--- src/rtl/nv_ram_rwsp_param_if.sv ---
// Port bundle for nv_ram_rwsp_param: one read port, one masked write port, status flags.
// The RAM sits on the slave modport. The traffic source sits on the master modport.
interface nv_ram_rwsp_param_if #(
    parameter int WIDTH = 16,
    parameter int AW    = 8
);
    logic [AW-1:0]    ra;
    logic             re;
    logic             ore;
    logic [WIDTH-1:0] dout;
    logic [AW-1:0]    wa;
    logic             we;
    logic [WIDTH-1:0] di;
    logic [WIDTH-1:0] wmsk;
    logic [31:0]      pwrbus_ram_pd;
    logic             init_done;
    logic             rd_oor;
    logic             wr_oor;
    // FSM state for observation: 0 = clear sweep, 1 = run
    logic             dbg_state;

    // re/we/ore act on the rising edge at which they are high. The port has no back-pressure.
    // init_done=1 means the array accepts traffic. Before that, the RAM ignores we, re and ore.
    modport master (
        output ra, re, ore, wa, we, di, wmsk, pwrbus_ram_pd,
        input  dout, init_done, rd_oor, wr_oor, dbg_state
    );

    modport slave (
        input  ra, re, ore, wa, we, di, wmsk, pwrbus_ram_pd,
        output dout, init_done, rd_oor, wr_oor, dbg_state
    );
endinterface

--- src/rtl/nv_ram_rwsp_param.sv ---
// Parametrised 1R1W RAM with registered read address, optional output register,
// per-bit write mask, post-reset clear sweep and sticky out-of-range flags.
module nv_ram_rwsp_param #(
    parameter int DEPTH    = 160,
    parameter int WIDTH    = 16,
    parameter int AW       = 8,
    parameter int OUT_REG  = 1,
    parameter int INIT_CLR = 1
) (
    input  logic                clk,
    input  logic                rstn,
    nv_ram_rwsp_param_if.slave  bus
);
    typedef enum logic {ST_CLR = 1'b0, ST_RUN = 1'b1} state_t;

    // DEPTH may equal 2**AW, so range checks use one extra bit
    localparam logic [AW:0]   DEPTH_W   = (AW+1)'(DEPTH);
    localparam logic [AW-1:0] LAST_ADDR = AW'(DEPTH - 1);
    localparam state_t        ST_RST    = (INIT_CLR != 0) ? ST_CLR : ST_RUN;

    state_t           r_state;
    state_t           w_state_nxt;
    logic [AW-1:0]    r_clr_addr;
    logic [AW-1:0]    r_ra_d;
    logic [WIDTH-1:0] r_dout;
    logic             r_init_done;
    logic             r_rd_oor;
    logic             r_wr_oor;
    logic [WIDTH-1:0] r_mem [DEPTH];

    logic             w_wa_ok;
    logic             w_ra_ok;
    logic             w_rad_ok;
    logic [WIDTH-1:0] w_rd_word;
    logic             w_mem_we;
    logic [AW-1:0]    w_mem_addr;
    logic [WIDTH-1:0] w_mem_di;
    logic [WIDTH-1:0] w_mem_msk;
    logic             w_rd_cap;
    logic             w_out_en;
    logic             w_clr_last;
    logic             w_run;

    assign w_wa_ok  = ({1'b0, bus.wa} < DEPTH_W);
    assign w_ra_ok  = ({1'b0, bus.ra} < DEPTH_W);
    assign w_rad_ok = ({1'b0, r_ra_d} < DEPTH_W);
    assign w_run    = (r_state == ST_RUN);

    always_ff @(posedge clk) begin
        if (!rstn) begin
            r_state <= ST_RST;
        end else begin
            r_state <= w_state_nxt;
        end
    end

    always_comb begin
        w_state_nxt = r_state;
        w_mem_we    = 1'b0;
        w_mem_addr  = bus.wa;
        w_mem_di    = bus.di;
        w_mem_msk   = bus.wmsk;
        w_rd_cap    = 1'b0;
        w_out_en    = 1'b0;
        w_clr_last  = 1'b0;
        case (r_state)
            ST_CLR: begin
                w_mem_we   = 1'b1;
                w_mem_addr = r_clr_addr;
                w_mem_di   = '0;
                w_mem_msk  = '1;
                if (r_clr_addr == LAST_ADDR) begin
                    w_clr_last  = 1'b1;
                    w_state_nxt = ST_RUN;
                end
            end
            ST_RUN: begin
                w_mem_we = bus.we && w_wa_ok;
                w_rd_cap = bus.re;
                w_out_en = bus.ore;
            end
            default: w_state_nxt = ST_RUN;
        endcase
    end

    // The array has no reset. The write port is idle while rstn is low.
    always_ff @(posedge clk) begin
        if (rstn && w_mem_we) begin
            r_mem[w_mem_addr] <= (r_mem[w_mem_addr] & ~w_mem_msk) | (w_mem_di & w_mem_msk);
        end
    end

    // Read data sees every write from earlier edges. This makes a same-edge we/re collision write-first.
    assign w_rd_word = w_rad_ok ? r_mem[r_ra_d] : '0;

    always_ff @(posedge clk) begin
        if (!rstn) begin
            r_clr_addr  <= '0;
            r_ra_d      <= '0;
            r_dout      <= '0;
            r_init_done <= 1'b0;
            r_rd_oor    <= 1'b0;
            r_wr_oor    <= 1'b0;
        end else begin
            r_init_done <= r_init_done | w_clr_last | w_run;
            if (!w_run) begin
                r_clr_addr <= r_clr_addr + 1'b1;
            end
            if (w_rd_cap) begin
                r_ra_d <= bus.ra;
                if (!w_ra_ok) begin
                    r_rd_oor <= 1'b1;
                end
            end
            if (w_run && bus.we && !w_wa_ok) begin
                r_wr_oor <= 1'b1;
            end
            if (w_out_en) begin
                r_dout <= w_rd_word;
            end
        end
    end

    assign bus.dout      = (OUT_REG != 0) ? r_dout : w_rd_word;
    assign bus.init_done = r_init_done;
    assign bus.rd_oor    = r_rd_oor;
    assign bus.wr_oor    = r_wr_oor;
    assign bus.dbg_state = r_state;
endmodule

--- src/flat_wrapper.sv ---
// flat-port wrapper written by rule: the top's interface ports become plain ports
module nv_ram_rwsp_param_flat 
#(
    parameter int DEPTH    = 160,
    parameter int WIDTH    = 16,
    parameter int AW       = 8,
    parameter int OUT_REG  = 1,
    parameter int INIT_CLR = 1
)
  (clk, rstn, bus_ra, bus_re, bus_ore, bus_wa, bus_we, bus_di, bus_wmsk, bus_pwrbus_ram_pd, bus_dout, bus_init_done, bus_rd_oor, bus_wr_oor, bus_dbg_state);
  nv_ram_rwsp_param_if #(.WIDTH(WIDTH), .AW(AW)) bus_i ();
  input  logic clk;
  input  logic rstn;
  input wire logic [$bits(bus_i.ra)-1:0] bus_ra;
  input wire logic [$bits(bus_i.re)-1:0] bus_re;
  input wire logic [$bits(bus_i.ore)-1:0] bus_ore;
  input wire logic [$bits(bus_i.wa)-1:0] bus_wa;
  input wire logic [$bits(bus_i.we)-1:0] bus_we;
  input wire logic [$bits(bus_i.di)-1:0] bus_di;
  input wire logic [$bits(bus_i.wmsk)-1:0] bus_wmsk;
  input wire logic [$bits(bus_i.pwrbus_ram_pd)-1:0] bus_pwrbus_ram_pd;
  output wire logic [$bits(bus_i.dout)-1:0] bus_dout;
  output wire logic [$bits(bus_i.init_done)-1:0] bus_init_done;
  output wire logic [$bits(bus_i.rd_oor)-1:0] bus_rd_oor;
  output wire logic [$bits(bus_i.wr_oor)-1:0] bus_wr_oor;
  output wire logic [$bits(bus_i.dbg_state)-1:0] bus_dbg_state;
  assign bus_i.ra = bus_ra;
  assign bus_i.re = bus_re;
  assign bus_i.ore = bus_ore;
  assign bus_i.wa = bus_wa;
  assign bus_i.we = bus_we;
  assign bus_i.di = bus_di;
  assign bus_i.wmsk = bus_wmsk;
  assign bus_i.pwrbus_ram_pd = bus_pwrbus_ram_pd;
  assign bus_dout = bus_i.dout;
  assign bus_init_done = bus_i.init_done;
  assign bus_rd_oor = bus_i.rd_oor;
  assign bus_wr_oor = bus_i.wr_oor;
  assign bus_dbg_state = bus_i.dbg_state;
  nv_ram_rwsp_param #(.DEPTH(DEPTH), .WIDTH(WIDTH), .AW(AW), .OUT_REG(OUT_REG), .INIT_CLR(INIT_CLR)) u_core (.clk(clk), .rstn(rstn), .bus(bus_i));
endmodule
--- config.mk ---
export PLATFORM = sky130hd
export DESIGN_NAME = nv_ram_rwsp_param_flat
export DESIGN_NICKNAME = d
export VERILOG_FILES = /design/src/rtl/nv_ram_rwsp_param_if.sv /design/src/rtl/nv_ram_rwsp_param.sv /design/src/flat_wrapper.sv
export SDC_FILE = /design/constraint.sdc
export NUM_CORES = 2
export LEC_CHECK = 0
export CORE_ASPECT_RATIO = 0.8
export CORE_MARGIN = 10
export CORE_UTILIZATION = 30
export DETAILED_ROUTE_END_ITERATION = 7
export GPL_TIMING_DRIVEN = 0
export HOLD_SLACK_MARGIN = 0.06
export PLACE_DENSITY = 0.42
export SETUP_SLACK_MARGIN = 0.02
export SLEW_MARGIN = 20
export SYNTH_ARGS = -nofsm -noshare
export SYNTH_HDL_FRONTEND = slang
export SYNTH_SLANG_ARGS = --single-unit
export TNS_END_PERCENT = 30
--- constraint.sdc ---
create_clock -name clk -period 35 [get_ports clk]
set_input_delay 7 -clock clk [delete_from_list [all_inputs] [get_ports clk]]
set_output_delay 7 -clock clk [all_outputs]
set_load 0.005 [all_outputs]
==> metrics.csv <==
metric,value,unit
crit_arrival,15.20,ns
irDropWorstVdd,0.0000394,V
pre_cts_ws,20.13,ns
finalSetupViolations,0,
cp-start-kind,input pin,
cts_made_buffers,297,
setup-tns-final,0,ns
synth_top_area_cell,edfxtp_1,
cts_root_buffer,clkbuf_16,
period_share,41.1,%
antenna_found_initial,162,
post-cts-setup-buffer-count,0,
r2r_cells,17,
crit_fanout,19,
portBuffers,72,
clockBufferDepth,4,
place_hpwl,607,mm
worst_slew_pin_slew,1.40,ns
min_from,u_core.bus.rd_oor,
drc,0,
powerDensity,47.9,nW/um^2
cpMostUsedCell,buf_6,
fin_hold_ws,0.471,ns
fin_area,150000,um^2
vias,86900,
hold_depth,1,
drtIter0Drc,18000,
r2r-end,u_core.r_mem[62][1],
finalCriticalPeriod,14.39,ns
initial_utilization,30.1,%
hold_viol,0,
yosys.area.top_type_share,63.8,%
ys_types,67,
grt.total_usage,36.8,%
hold_class,reg2reg,
cp_slowest_cell,buf_2,
syn_nets,6273,
insertion_delay,1.02,ns
antenna_left,0,
coreArea,401000,um^2
worst_clock_skew,0.0745,ns
async_flop_share,0,%
worstPathCellList,"clkdlybuf4s50_1, mux2_2, buf_2, buf_2, nand2_1, a21oi_1, nor4_2, buf_4, o221ai_1, o21ai_1, a221oi_4, buf_8, buf_6, buf_6, buf_8, buf_6",
cp-end-kind,flop,
row_count,208,
io_pins,105,
ys.flop_type,edfxtp_1,
power_leakage,47.1,nW
nNetsFinal,7085,
worst_slack,20.61,ns
yosysWarnings,0,
status,finished clean,
drive_gt1_share,40.1,%
ys_ff_latch,2604,
fmax,69.5,MHz
die-height,587,um
gp_congestion,1.05,
critPathRequiredTime,35.81,ns
die_x,729,um
layout-area-overhead-vs-synth,24.7,%
postCtsHoldBufs,0,
clkSinkCount,2604,
grt_pass1_vias,76900,
clk_pin_slew,0.06,ns
synth_edf_count,2560,
grt_max_degree,65,
grt-ovfl-total,0,
place_area,140000,um^2
max_slew_margin,6.92,%
cp_slowest_stage_delay,1.01,ns
rrSetupSlack,26.72,ns
synth_cells,6187,
die-area,428000,um^2
routedWlPerCell,63.7,um
synth_seq_area_share,64.5,%
avgSynthCellArea,19.5,um^2
hold_path_end,u_core.bus.rd_oor,
htreeDepth,5,
syn_area,121000,um^2
viasPerCell,6.83,
synth.area.top_cells,"edfxtp_1 (64%), mux4_2 (26%), nand2_1 (1.7%)",
drtPass1Iterations,7,
grt_pass1_wl,984,mm
crit_type,in2reg,
max_cap_viol_count,0,
slew_violations,0,
cts-resized-gates,0,
wirelength,810,mm
rsz0062_at_grt,no,
rr_startpoint,u_core.r_clr_addr[0],
cts_tree,yes,
==> per-layer routing <==
layer | vias to the layer above | part of all wire [%] | wire (um) | track usage (%)
met5 | - | 0.077 | 625 | 1.32
met4 | 56 | 7.4 | 60100 | 22.1
met3 | 1761 | 16 | 127000 | 19.5
met2 | 8334 | 39 | 318000 | 48.6
met1 | 48200 | 38 | 305000 | 47.0
li1 | 28500 | - | - | -
==> synthesized netlist by cell type (5+ instances only) <==
| master | n |
|---|---|
| a21boi_0 | 12 |
| a21oi_1 | 103 |
| a221oi_1 | 22 |
| a22o_1 | 18 |
| a22oi_1 | 47 |
| a311oi_1 | 22 |
| a31oi_1 | 56 |
| a32oi_1 | 51 |
| a41oi_1 | 6 |
| and2_1 | 8 |
| and3_1 | 33 |
| buf_1 | 84 |
| buf_2 | 107 |
| buf_4 | 44 |
| buf_6 | 10 |
| clkbuf_1 | 228 |
| dfxtp_1 | 44 |
| edfxtp_1 | 2560 |
| inv_1 | 18 |
| mux2i_1 | 151 |
| mux4_2 | 1373 |
| nand2_1 | 533 |
| nand2b_1 | 17 |
| nand3_1 | 165 |
| nand3b_1 | 6 |
| nand4_1 | 37 |
| nor2_1 | 210 |
| nor2b_1 | 7 |
| nor3_1 | 14 |
| nor3b_1 | 6 |
| nor4_1 | 8 |
| o2111ai_1 | 5 |
| o211ai_1 | 8 |
| o21ai_0 | 43 |
| o21ai_1 | 29 |
| o221ai_1 | 5 |
| o22ai_1 | 33 |
| o41ai_1 | 5 |
| xnor2_1 | 5 |
==> per-stage QoR <==
stage          util, %  power, mW  cells
2_1_floorplan        -       3.61   6187
3_3_place_gp      31.9       3.97  11600
3_5_place_dp      35.0       4.02  12100
4_1_cts           37.4       7.15  12600
5_1_grt           37.4       7.28  12600
6_report          37.5       7.20  12700
==> state kept, by name, summed over array words and instances, names as in the netlist, named ones only <==
signal,count
u_core.bus.rd_oor,1
u_core.bus.init_done,1
u_core.r_ra_d,8
u_core.bus.dbg_state,1
u_core.bus.dout,16
u_core.bus.wr_oor,1
u_core.r_mem,2560
u_core.r_clr_addr,8
==> where the power goes <==
group	leakage, nW	switching, mW	internal [mW]
registers	25.8	0.00192	3.37
clock network	4.61	1.43	1.78
logic	16.7	0.477	0.144
==> cells in the final DEF (no fill, tap or decap), types with 72 or more instances in the layout <==
cell type / count
clkinv_1: 74
diode_2: 125
buf_12: 158
nand3_1: 149
clkbuf_1: 113
nand2_1: 532
clkdlybuf4s50_1: 72
clkbuf_16: 308
buf_4: 83
buf_2: 157
edfxtp_1: 2560
clkbuf_2: 143
buf_16: 235
mux4_2: 1373
a21oi_1: 98
nor2_4: 173
mux2i_1: 138
==> kinds of logic after synthesis <==
kind of cell / after synthesis / share of synthesized area (%)
adder cells (fa/ha/maj): 1 / 0.0104
AND/OR/NAND/NOR: 1063 / 3.83
XOR/XNOR: 5 / 0.0363
flip-flops: 2604 / 64.5
AO/OA/AOI/OAI: 493 / 2.79
buffers and inverters: 491 / 1.84
multiplexers: 1530 / 27.0
==> worst max path at each step <==
stage,end,slack [ns],from,cells after the start
after detailed placement,u_core.r_mem[128][11],20.13,bus_wa[2],16
after global placement,u_core.r_mem[132][11],-1.59,bus_wa[2],9
final,u_core.r_mem[141][11],20.61,bus_wa[2],16
after CTS,u_core.r_mem[128][11],21.15,bus_wa[2],16
after global routing,u_core.r_mem[62][1],21.16,bus_wa[0],18
after floorplan,u_core.r_mem[0][11],18.08,bus_wa[1],10
==> critical path: cells and delay by family <==
family                 cells  cell delay [ns]
AO/OA/AOI/OAI              4             2.49
multiplexers               1             0.83
AND/OR/NAND/NOR            2             1.06
buffers and inverters      9             3.58
==> area by class of cell <==
cell class / instances / area, um^2
diodes: 125 / 313
plain buffers: 473 / 2610
clock buffers: 370 / 7990
clock inverters: 162 / 1440
fillers: 36700 / 251000
inverters: 18 / 67.6
multi-input cells: 3092 / 42500
flip-flops and latches: 2604 / 77800
well taps: 5355 / 6700
repair buffers: 513 / 10900
Power figures use the tool's default switching activity.
